**src/rtl/std_pipe_vr.sv**
```systemverilog
// std_pipe_vr: DEPTH-stage elastic pipeline register with valid/ready,
// bubble collapsing, synchronous flush and a registered occupancy count.
module std_pipe_vr #(
  parameter int unsigned           DATA_WIDTH       = 1,
  parameter int unsigned           DEPTH            = 2,
  parameter logic [DATA_WIDTH-1:0] DATA_RESET_VALUE = '0,
  parameter bit                    DATA_RESET_EN    = 1'b1
) (
  input  logic                         clk,
  input  logic                         reset,
  input  logic                         flush,
  input  logic                         i_valid,
  output logic                         i_ready,
  input  logic [DATA_WIDTH-1:0]        i_data,
  output logic                         o_valid,
  input  logic                         o_ready,
  output logic [DATA_WIDTH-1:0]        o_data,
  output logic [$clog2(DEPTH+1)-1:0]   o_count
);

  localparam int unsigned CW = $clog2(DEPTH+1);

  if (DEPTH < 1) begin : g_depth_chk
    $error("std_pipe_vr: DEPTH must be >= 1");
  end

  logic [DEPTH-1:0]      v_q;
  logic [DEPTH-1:0]      ld;
  logic [DEPTH-1:0]      src_v;
  logic [DATA_WIDTH-1:0] d_q   [DEPTH];
  logic [DATA_WIDTH-1:0] src_d [DEPTH];
  logic [CW-1:0]         cnt_q;
  logic                  in_xfer;
  logic                  out_xfer;

  // Stage k may load unless it and every stage ahead of it is full
  // while the output is stalled.
  for (genvar k = 0; k < DEPTH; k++) begin : g_ld
    assign ld[k] = o_ready | ~(&v_q[DEPTH-1:k]);
  end

  assign src_v[0] = in_xfer;
  assign src_d[0] = i_data;

  for (genvar k = 1; k < DEPTH; k++) begin : g_src
    assign src_v[k] = v_q[k-1];
    assign src_d[k] = d_q[k-1];
  end

  assign i_ready  = ld[0] & ~flush;
  assign in_xfer  = i_valid & i_ready;
  assign o_valid  = v_q[DEPTH-1];
  assign o_data   = d_q[DEPTH-1];
  assign out_xfer = o_valid & o_ready;
  assign o_count  = cnt_q;

  always_ff @(posedge clk) begin
    if (reset) begin
      v_q   <= '0;
      cnt_q <= '0;
    end else if (flush) begin
      v_q   <= '0;
      cnt_q <= '0;
    end else begin
      for (int k = 0; k < DEPTH; k++) begin
        if (ld[k]) v_q[k] <= src_v[k];
      end
      cnt_q <= cnt_q + CW'(in_xfer) - CW'(out_xfer);
    end
  end

  // Data only moves with a valid entry, so emptied stages keep stale data.
  always_ff @(posedge clk) begin
    if (reset) begin
      if (DATA_RESET_EN) begin
        for (int k = 0; k < DEPTH; k++) d_q[k] <= DATA_RESET_VALUE;
      end
    end else if (!flush) begin
      for (int k = 0; k < DEPTH; k++) begin
        if (ld[k] && src_v[k]) d_q[k] <= src_d[k];
      end
    end
  end

endmodule
```
**config.mk**
```make
export PLATFORM = sky130hd
export DESIGN_NAME = std_pipe_vr
export DESIGN_NICKNAME = d
export VERILOG_FILES = /design/src/rtl/std_pipe_vr.sv
export SDC_FILE = /design/constraint.sdc
export NUM_CORES = 1
export LEC_CHECK = 0
export CAP_MARGIN = 10
export CORE_AREA = 2 2 39 41
export DETAILED_ROUTE_END_ITERATION = 8
export DIE_AREA = 0 0 41 43
export REMOVE_ABC_BUFFERS = 1
export SETUP_SLACK_MARGIN = 0.1
export SYNTH_ARGS = -nofsm -noshare
export SYNTH_HDL_FRONTEND = slang
export SYNTH_SLANG_ARGS = --single-unit
```
**constraint.sdc**
```tcl
create_clock -name clk -period 2.5 [get_ports clk]
set_input_delay 0.5 -clock clk [delete_from_list [all_inputs] [get_ports clk]]
set_output_delay 0.5 -clock clk [all_outputs]
set_load 0.005 [all_outputs]
```
# Word-level counts from Yosys, hierarchy flattened
# Memory sizes are Yosys's and may differ from the RTL's.
# Index checks and enable logic that the tools add are counted.
[word_totals] ram_bits=2 n_memories=1 inputBits=6 wordCells=32 output_inout_bits=5 ff_bits=4
[op_classes] n_bitwise=10 reduce_logical=4 n_addsub=2 mux=12
[memory_table] name="d_q" depth=2 word_bits=1 read_ports=2 rd_clocked_by_memory_dff=0 write_ports=2 line_no="30" source="logic [DATA_WIDTH-1:0] d_q [DEPTH];"
[op_table] cell="$mux 1" count=12
[op_table] cell="$or 1x1->1" count=4
[op_table] cell="$and 1x1->1" count=3
[op_table] cell="$not 1->1" count=3
[op_table] cell="$add 2x1->2" count=1
[op_table] cell="$logic_and 1x1->1" count=2
[op_table] cell="$reduce_and 2->1" count=1
[op_table] cell="$reduce_or 2->1" count=1
[op_table] cell="$sub 2x1->2" count=1

# Longest topological paths before layout
[logic_depth] depth_word=11 depth_mapped=7 ltp_nobuf=7

# Worst setup path after synthesis
# OpenSTA, ideal clock, no wires.
[synth_timing] path_type="input to register" start="input i_valid" end="register cnt_q[1] (netlist: o_count[1])" path_buffers=0 cell_stages=7 t_arrival_ns=1.460 required_time_ns=2.427 setup_time_ns=0.073 setup_slack_ns=0.968 cell_sequence="nor2b_1 -> nand2_1 -> ha_1 -> inv_1 -> ha_1 -> xnor3_1 -> nor3_2"
[synth_via] elab_chain_cells=3
[synth_lines] item="start, declared" line_no="12" source="input logic i_valid,"
[synth_lines] item="$and 1x1->1" line_no="51" source="assign in_xfer = i_valid & i_ready;"
[synth_lines] item="$add 2x1->2" line_no="68" source="cnt_q <= cnt_q + CW'(in_xfer) - CW'(out_xfer);"
[synth_lines] item="$sub 2x1->2" line_no="68"
[synth_lines] item="end signal, assigned" line_no="68"
[synth_lines] item="end, declared" line_no="32" source="logic [CW-1:0] cnt_q;"
# No other way between the ends.
# A chain may end at the register's enable or synchronous reset.

# Worst setup path in the final report
[layout_timing] start="input o_ready" end="output i_ready"
[layout_via] elab_chain_cells=2
[layout_lines] item="start, declared" line_no="16" source="input logic o_ready,"
[layout_lines] item="$or 1x1->1" line_no="39" source="assign ld[k] = o_ready | ~(&v_q[DEPTH-1:k]);"
[layout_lines] item="$and 1x1->1" line_no="50" source="assign i_ready = ld[0] & ~flush;"
[layout_lines] item="end, declared" line_no="13" source="output logic i_ready,"
# No other way between the ends.

==> qor.txt <==
CTS tree: built
Die Area: 1760 µm²
I/O pin cnt: 11
Total Wirelength: 568 µm
Max stage delay on crit path: 0.50 ns
initial antenna violation count: 0
crit path max-delay cell type: clkdlybuf4s50_1
Resize count post-CTS: 0
critical path class: primary input to output pin
global-route wire length before repair: 993 µm
Slew Viols, Final: 0
core area: 1380 µm²
NetSw: 0.0521 mW
Synth Instances: 29
worst slew pin tran: 0.298 ns
crit end category: output pin
clk_skew: 0.00413 ns
Crit path max-delay family: buffers and inverters
clock sink count: 6
Sw Ratio: 22.0%
Post-Syn Area per Cell: 11.2 µm²
Post-CTS Hold Fix Bufs: 0
largest net degree at the start of global routing: 6
Skew-Pair Late Insertion Delay: 0.25 ns
Routed WL per cell: 9.63 µm
WP data required: 2.00 ns
Compound-Gate Fraction of Synth Area: 9.62%
clk root buf: clkbuf_4
via count: 254
drc violations: 0
combinational family with the most area after synthesis: simple AND/OR/NAND/NOR gates
Cell Area, Synth: 325 µm²
remaining antenna violation count after routing: 0
Slew Limit Headroom: 80.0%
placed insts: 55
leakage power: 0.196 nW
worst hold path type: register to register
die width: 41 µm
CP Cell Sequence: clkdlybuf4s50_1 -> and3b_4 -> nor2_1 -> clkdlybuf4s50_1
crit path DAT: 1.81 ns
vias per cell: 4.31
Max VDD drop: 0.165 mV
Post-layout nets: 52
Crit path buffers/inverters: 2
Port-buffer cells: 10
Synth Area in Adders: 7.69%
Max-Cap Viols: 0
# setup viols final: 0
Top cell by count, worst path: clkdlybuf4s50_1
Hold Vio Cnt, Final: 0
Seq pwr share: 45.2%
Internal Dissipation: 0.185 mW
power density cells: 502 nW/µm²
die height: 43 µm
fin cells: 59
Netlist cell types: 18
Post-Synth XOR/XNOR Area: 6.92%
CP Max Fanout: 4
gr ovfl total: 0
Site Rows: 14
Setup Total Neg Slack: 0 ns
Fin Hold WS: 0.515 ns
Inserted Clock Buffers: 3
mux contribution to synthesized area: 0%
gr usage total: 9.06%
CTS clk-pin slew, worst paths: 0.05 ns
Area growth syn-to-layout: 45.0%
RSZ-0062 raised after global routing: no
Design Power: 0.237 mW
status: finished, final reports clean
GPL Wtd Cong: 0.734
antenna cells: 0
vias in the first global route: 238
crit share post-route: 92.3%
DR pass1 iterations: 4
utilization after layout: 34.1%
simple-gate area share of the yosys netlist: 29.2%
Setup Fix Bufs, Post-CTS: 0
clk buf depth: 2
layout cells sized above 1: 14.0%
flops & latches, synth: 6
initial core utilization: 23.5%
Ys Warns: 0
crit path time final: 2.31 ns
H-tree depth: 1
CP Launch Type: primary input
1st-iter DRT viols: 2
Max Fclk: 433 MHz
Comb pwr share: 12.2%
HPWL Detailed: 446 µm
sequential fraction of the synthesis area: 43.1%
clock network fraction of total power: 42.5%
## cell usage in the layout, fill, tap and decap left out
cell,Yosys,routed
clkdlybuf4s50_1,0,10
dfxtp_1,4,4
inv_1,3,3
nor2_1,3,3
clkbuf_4,0,3
and2_1,2,2
and4bb_1,2,2
ha_1,2,2
edfxtp_1,2,2
nand3b_1,1,1
nor2b_1,1,1
nand2_1,1,1
a21o_1,1,1
and3b_4,1,1
nand2b_1,1,1
a31o_2,1,1
o21a_1,1,1
a21boi_0,1,1
xnor3_1,1,1
nor3_2,1,1
clkbuf_1,0,1
## metrics by stage
step / cell area, µm² / worst slack [ns]
CTS: 472 / 0.182
finish: 472 / 0.192
detailed placement: 445 / 0.199
global placement: 445 / 0.186
global route: 472 / 0.140
floorplan: 325 / 0.968
## layout make-up
type | count | area [µm²]
clock buffers | 4 | 26.3
flip-flops and latches | 6 | 140
inverters | 3 | 11.3
fillers | 153 | 912
multi-input cells | 20 | 174
well taps | 16 | 20.0
repair buffers | 10 | 100
## cells by family (layout without fill, tap and decap cells)
logic type,count (synthesis),in the layout
fa+ha+maj,2,2
xor+xnor,1,1
flops,6,6
simple gates,13,13
compound gates,4,4
buf+inv,3,17
## Yosys cell counts (all sizes together)
cell    n  share of area [%]
nand2b  1                1.9
dfxtp   4                 25
a31o    1                2.7
and3b   1                3.8
a21boi  1                2.3
ha      2                7.7
nand3b  1                2.3
nor2    3                3.5
and2    2                3.8
inv     3                3.5
nor2b   1                1.9
and4bb  2                7.7
o21a    1                2.3
a21o    1                2.3
edfxtp  2                 18
nor3    1                3.1
nand2   1                1.2
xnor3   1                6.9
## power by group through the flow
stage	logic (mW)	clock network [mW]	registers [mW]
final	0.0290	0.101	0.107
after global routing	0.0323	0.113	0.107
after CTS	0.0294	0.105	0.107
after detailed placement	0.0292	0	0.109
after global placement	0.0290	0	0.109
after floorplan	0.0113	0	0.109
## worst paths after layout
path	cells after the start	slack, ns	to	startpoint
min reg2reg	2	0.51	v_q[1]	v_q[0]
max	4	0.19	i_ready	o_ready
min	2	0.51	v_q[1]	v_q[0]
max reg2reg	7	1.12	o_count[1]	v_q[0]
## flip-flops by register name, indices dropped and copies added (netlist names)
register  flops
d_q           2
v_q           2
o_count       2
## per-layer routing
layer	global-route usage (%)	up-vias	part of all wire, %
li1	-	129	-
met1	10.4	112	42
met2	11.3	10	43
met3	3.66	3	9.7
met4	10.0	0	4.0
met5	0	-	0
## worst min-delay path, cell delays in order (launching register included)
cell	delay, ns
dfxtp_1	0.34
inv_1	0.06
a21boi_0	0.06
Note: power is estimated with default switching activity, not from simulation.
